`config.mk`:
```
export PLATFORM = sky130hd
export DESIGN_NAME = ccip_avmm_requestor_arbiter
export DESIGN_NICKNAME = d
export VERILOG_FILES = /design/src/rtl/ccip_avmm_requestor_arbiter.sv
export SDC_FILE = /design/constraint.sdc
export NUM_CORES = 1
export LEC_CHECK = 0
export BUFFER_PORTS_ARGS = -buffer_cell sky130_fd_sc_hd__buf_2
export CAP_MARGIN = 40
export CORE_AREA = 2 2 663 665
export CTS_CLUSTER_SIZE = 30
export DETAILED_ROUTE_END_ITERATION = 16
export DIE_AREA = 0 0 665 667
export PLACE_DENSITY = 0.3
export SYNTH_ARGS = -nofsm -noshare
export SYNTH_HDL_FRONTEND = slang
export SYNTH_SLANG_ARGS = --single-unit
```
`constraint.sdc`:
```
create_clock -name clk -period 3.42 [get_ports clk]
set_input_delay 0.513 -clock clk [delete_from_list [all_inputs] [get_ports clk]]
set_output_delay 0.513 -clock clk [all_outputs]
set_load 0.05 [all_outputs]
```
`src/rtl/ccip_avmm_requestor_arbiter.sv`:
```
// Two-requester arbiter in front of the CCI-P to Avalon-MM requestor datapath.
// Round-robin between requesters, with write bursts locked to their owner
// until the last beat is accepted.
//
// Command bit layout (t_ccip_avmm_requestor_cmd, LSB first):
//   [0]        control[0]  1 = write beat, 0 = read
//   [3:1]      burst       total write beats, 0 treated as 1
//   [515:4]    write_data
//   [563:516]  addr
//
// Build option: define CCIP_AVMM_ARB_OUTPUT_REG_EN to register out_cmd,
// out_valid and out_src (1-cycle latency). Without it the output is a
// combinational pass-through (0-cycle latency).
module ccip_avmm_requestor_arbiter #(
  parameter int unsigned CMD_WIDTH = 564
) (
  input  logic                 clk,
  input  logic                 reset,
  input  logic [CMD_WIDTH-1:0] in0_cmd,
  input  logic                 in0_valid,
  output logic                 in0_ready,
  input  logic [CMD_WIDTH-1:0] in1_cmd,
  input  logic                 in1_valid,
  output logic                 in1_ready,
  output logic [CMD_WIDTH-1:0] out_cmd,
  output logic                 out_valid,
  input  logic                 out_ready,
  output logic                 out_src
);

  localparam logic ST_IDLE   = 1'b0;
  localparam logic ST_LOCKED = 1'b1;

  localparam int unsigned CTRL_BIT  = 0;
  localparam int unsigned BURST_LSB = 1;

  logic       state_q, state_d;
  logic       owner_q, owner_d;
  logic       rr_ptr_q, rr_ptr_d;
  logic [2:0] beats_left_q, beats_left_d;
  // A grant presented but not yet accepted is held so the arbiter never
  // switches away from a requester that is still waiting.
  logic       hold_q, hold_d;
  logic       hold_src_q, hold_src_d;

  logic                 grant_valid;
  logic                 grant_src;
  logic [CMD_WIDTH-1:0] grant_cmd;
  logic                 can_accept;
  logic                 accept;
  logic [2:0]           burst;
  logic                 multi_beat;

  // Pick the requester that owns the output this cycle.
  always_comb begin
    grant_valid = 1'b0;
    grant_src   = 1'b0;
    if (state_q == ST_LOCKED) begin
      grant_src   = owner_q;
      grant_valid = owner_q ? in1_valid : in0_valid;
    end else if (hold_q && (hold_src_q ? in1_valid : in0_valid)) begin
      grant_src   = hold_src_q;
      grant_valid = 1'b1;
    end else if (in0_valid && in1_valid) begin
      grant_src   = rr_ptr_q;
      grant_valid = 1'b1;
    end else if (in0_valid) begin
      grant_src   = 1'b0;
      grant_valid = 1'b1;
    end else if (in1_valid) begin
      grant_src   = 1'b1;
      grant_valid = 1'b1;
    end
  end

  assign grant_cmd  = grant_src ? in1_cmd : in0_cmd;
  assign accept     = grant_valid && can_accept;
  assign burst      = grant_cmd[BURST_LSB +: 3];
  // Burst 0 and 1 are both single-beat; reads ignore the burst field.
  assign multi_beat = grant_cmd[CTRL_BIT] && (burst > 3'd1);

  // Next-state logic for the lock FSM, beat counter and round-robin pointer.
  always_comb begin
    state_d      = state_q;
    owner_d      = owner_q;
    rr_ptr_d     = rr_ptr_q;
    beats_left_d = beats_left_q;
    hold_d       = grant_valid && !accept;
    hold_src_d   = grant_src;
    if (accept) begin
      if (state_q == ST_IDLE) begin
        if (multi_beat) begin
          state_d      = ST_LOCKED;
          beats_left_d = burst - 3'd1;
          owner_d      = grant_src;
        end else begin
          rr_ptr_d = ~grant_src;
        end
      end else begin
        if (beats_left_q <= 3'd1) begin
          state_d      = ST_IDLE;
          beats_left_d = 3'd0;
          rr_ptr_d     = ~owner_q;
        end else begin
          beats_left_d = beats_left_q - 3'd1;
        end
      end
    end
  end

  // Arbitration state registers.
  always_ff @(posedge clk or posedge reset) begin
    if (reset) begin
      state_q      <= ST_IDLE;
      owner_q      <= 1'b0;
      rr_ptr_q     <= 1'b0;
      beats_left_q <= 3'd0;
      hold_q       <= 1'b0;
      hold_src_q   <= 1'b0;
    end else begin
      state_q      <= state_d;
      owner_q      <= owner_d;
      rr_ptr_q     <= rr_ptr_d;
      beats_left_q <= beats_left_d;
      hold_q       <= hold_d;
      hold_src_q   <= hold_src_d;
    end
  end

`ifdef CCIP_AVMM_ARB_OUTPUT_REG_EN
  logic                 out_valid_q;
  logic                 out_src_q;
  logic [CMD_WIDTH-1:0] out_cmd_q;

  // Skid-free register: accept a new beat whenever the slot is empty or draining.
  assign can_accept = !out_valid_q || out_ready;

  // Output register stage.
  always_ff @(posedge clk or posedge reset) begin
    if (reset) begin
      out_valid_q <= 1'b0;
      out_src_q   <= 1'b0;
      out_cmd_q   <= '0;
    end else if (accept) begin
      out_valid_q <= 1'b1;
      out_src_q   <= grant_src;
      out_cmd_q   <= grant_cmd;
    end else if (out_ready) begin
      out_valid_q <= 1'b0;
    end
  end

  assign out_valid = out_valid_q;
  assign out_src   = out_src_q;
  assign out_cmd   = out_cmd_q;
`else
  assign can_accept = out_ready;
  // Reset is asynchronous, so the combinational outputs are forced as well.
  assign out_valid  = grant_valid && !reset;
  assign out_src    = grant_src && !reset;
  assign out_cmd    = grant_cmd;
`endif

  assign in0_ready = grant_valid && !grant_src && can_accept && !reset;
  assign in1_ready = grant_valid && grant_src && can_accept && !reset;

endmodule

```
==> flow_summary.ini <==
[yosys]
syn-cell-area_mm2 = 0.00746
yosysSeqAreaShare_pct = 2.68
yosysTopAreaCell = nand2_1
synth.area.top_cells = nand2_1 85%, clkbuf_1 5.6%, dfrtp_1 2.7%, mux2_1 0.60%, mux2i_1 0.54%
syn-num-nets = 3021
synthCells = 1885
syn_avg_cell_area_um2 = 3.96
yosysTopAreaCellShare_pct = 85.1
ys_seq_elements = 8
synth_cell_types = 37
yosysWarnings = 0

[drt]
routedWlPerCell_um = 42.8
first_iter_violations = 1857
drc = 0
wl_um = 401000
vias_per_cell = 2.43
antenna_left = 0
dr_total_vias = 22800
first_pass_iters = 5

[clocking]
cts.clk_slew.worst_paths_ns = 0.04
cts_hold_buf = 0
root_buffer = clkbuf_16
h-tree-depth = 1
insertion_delay_ns = 0.23
numCtsBuffers = 3
ctsLongestPathBuffers = 2
clock_sinks = 8
cts_tree = done

[hold_path]
hold_class = flop to flop

[floorplan]
rows = 243
fp.dieW_um = 665
core_area_mm2 = 0.437
initial_utilization_pct = 1.71
ioPinCount = 1701
die_h_um = 667
dieArea_mm2 = 0.444

[placed_design]
place_congestion = 1.04
numPortBuffers = 1700
dp_hpwl_um = 385000
place_inst = 9295
place_area_mm2 = 0.0305
dp_slack_ns = -0.355

[sta]
max_freq_mhz = 297
worst_pin_slew_ns = 0.726
period_needed_ns = 3.37
finalWorstSetupSlack_ns = 0.0499
maxSlewViolCount = 0
hold_viol = 0
fin_tns_setup_ns = 0
finalCritPeriodShare_pct = 98.5
setup_viol = 0
grt_setup_unrepaired = no
relSlewSlack_pct = 51.6
finalClockSkew_ns = 0.000675

[cells_and_area]
drive_above_1_share_pct = 51.0
final_cells = 9381
final_cell_area_mm2 = 0.0309
area_growth_pct = 314
final_cell_mix = 1675 x nand2_1, 1245 x buf_2, 481 x buf_12
postLayoutCoreUtil_pct = 7.07
mostFrequentLayoutCell = nand2_1
layout.nets = 4683

[global_route]
grt_max_degree = 112
grt.overflow.total = 0
grt_pass1_wl_um = 449000
antenna_found_initial = 504
grt_pass1_vias = 21400
track_usage_pct = 17.4

[setup_path]
cp-end-kind = output port
crit_type = primary input to output port
crit_required_ns = 2.91
critPathLaunchType = primary input
path_max_fanout = 45
arrival_ns = 2.86

[run_status]
status = finished clean

[pwr]
leakagePower_nw = 15.0
ir_drop_mv = 0.604
power_density_mw_per_mm2 = 1720

[run]
drv_cap = 0
==> layer usage <==
metal / routed length (µm) / up-vias / GRT usage [%]
li1: - / 9005 / -
met1: 132000 / 10300 / 16.8
met2: 187000 / 2273 / 29.5
met3: 67600 / 964 / 12.9
met4: 13600 / 258 / 3.41
met5: 1700 / - / 0
==> cell families (layout without fill, tap and decap cells) <==
family / after synthesis / in the layout / share of synthesized area (%)
buffers and inverters: 136 / 1796 / 6.96
flip-flops: 8 / 8 / 2.68
other: 0 / 79 / 0
AO/OA/AOI/OAI: 18 / 18 / 1.81
AND/OR/NAND/NOR: 1709 / 1709 / 86.4
multiplexers: 11 / 11 / 1.63
adder cells (fa/ha/maj): 3 / 3 / 0.503
==> flip-flops by register name, summed over array words and instances (netlist names) <==
register / count
state_q: 1
hold_q: 1
hold_src_q: 1
owner_q: 1
rr_ptr_q: 1
beats_left_q: 3
==> worst max-delay path: stages <==
cell	delay, ns
buf_2	0.23
nand2b_1	0.13
a22o_4	0.27
buf_12	0.15
inv_8	0.21
buf_16	0.29
buf_4	0.25
nand2_1	0.27
nand2_2	0.23
buf_12	0.17
==> path summary, 6_finish.rpt <==
kind,start,to,slack (ns),cells after the start
worst min register to register,beats_left_q[1],beats_left_q[1],0.48,1
worst min-delay path,beats_left_q[1],beats_left_q[1],0.48,1
max in group asynchronous,reset,state_q,2.68,2
worst max-delay path,in1_valid,out_cmd[539],0.05,10
min in group asynchronous,reset,hold_q,0.50,2
worst max register to register,hold_q,beats_left_q[2],0.48,10
==> power breakdown <==
part           internal (mW)  total [mW]  switching [mW]
logic                   15.7        52.8            37.1
clock network          0.150       0.193          0.0430
registers              0.140       0.178          0.0375
total                   16.0        53.2            37.1
==> cells in the mapped netlist, drive strengths merged <==
master,instances
dfrtp,8
nor3b,1
and2,1
inv,9
nand2,1690
mux2,6
a221oi,1
buf,15
mux2i,5
o2111ai,1
a311oi,1
o22a,1
o22ai,2
a21boi,2
or3,1
o311ai,1
a211o,1
nand2b,1
and3,1
nor2b,4
nor3,2
nand3,2
a21oi,2
o221ai,1
a22o,1
ha,3
nor2,6
clkbuf,112
a311o,1
a211oi,1
o21ai,2
==> area by class of cell <==
cell class | instances | area, µm²
fillers | 51900 | 406000
repair buffers | 1784 | 16400
well taps | 5757 | 7200
multi-input cells | 1741 | 6780
flip-flops and latches | 8 | 200
diodes | 79 | 198
clock buffers | 3 | 75.1
inverters | 9 | 41.3
==> per-stage QoR <==
step	hold slack (ns)	power (mW)
final	0.484	53.2
after CTS	0.487	54.9
after detailed placement	0.479	54.3
after global placement	0.485	54.8
after global routing	0.508	55.7
after floorplan	0.329	20.5
==> timing repair <==
item | CTS | global route
cloned | 1 | 0
setup endpoints to repair | 53 | 2
buffers inserted | 3 | 0
gates resized for setup | 16 | 2
pin swaps | 1 | 0
(Power assumes the default switching activity.)
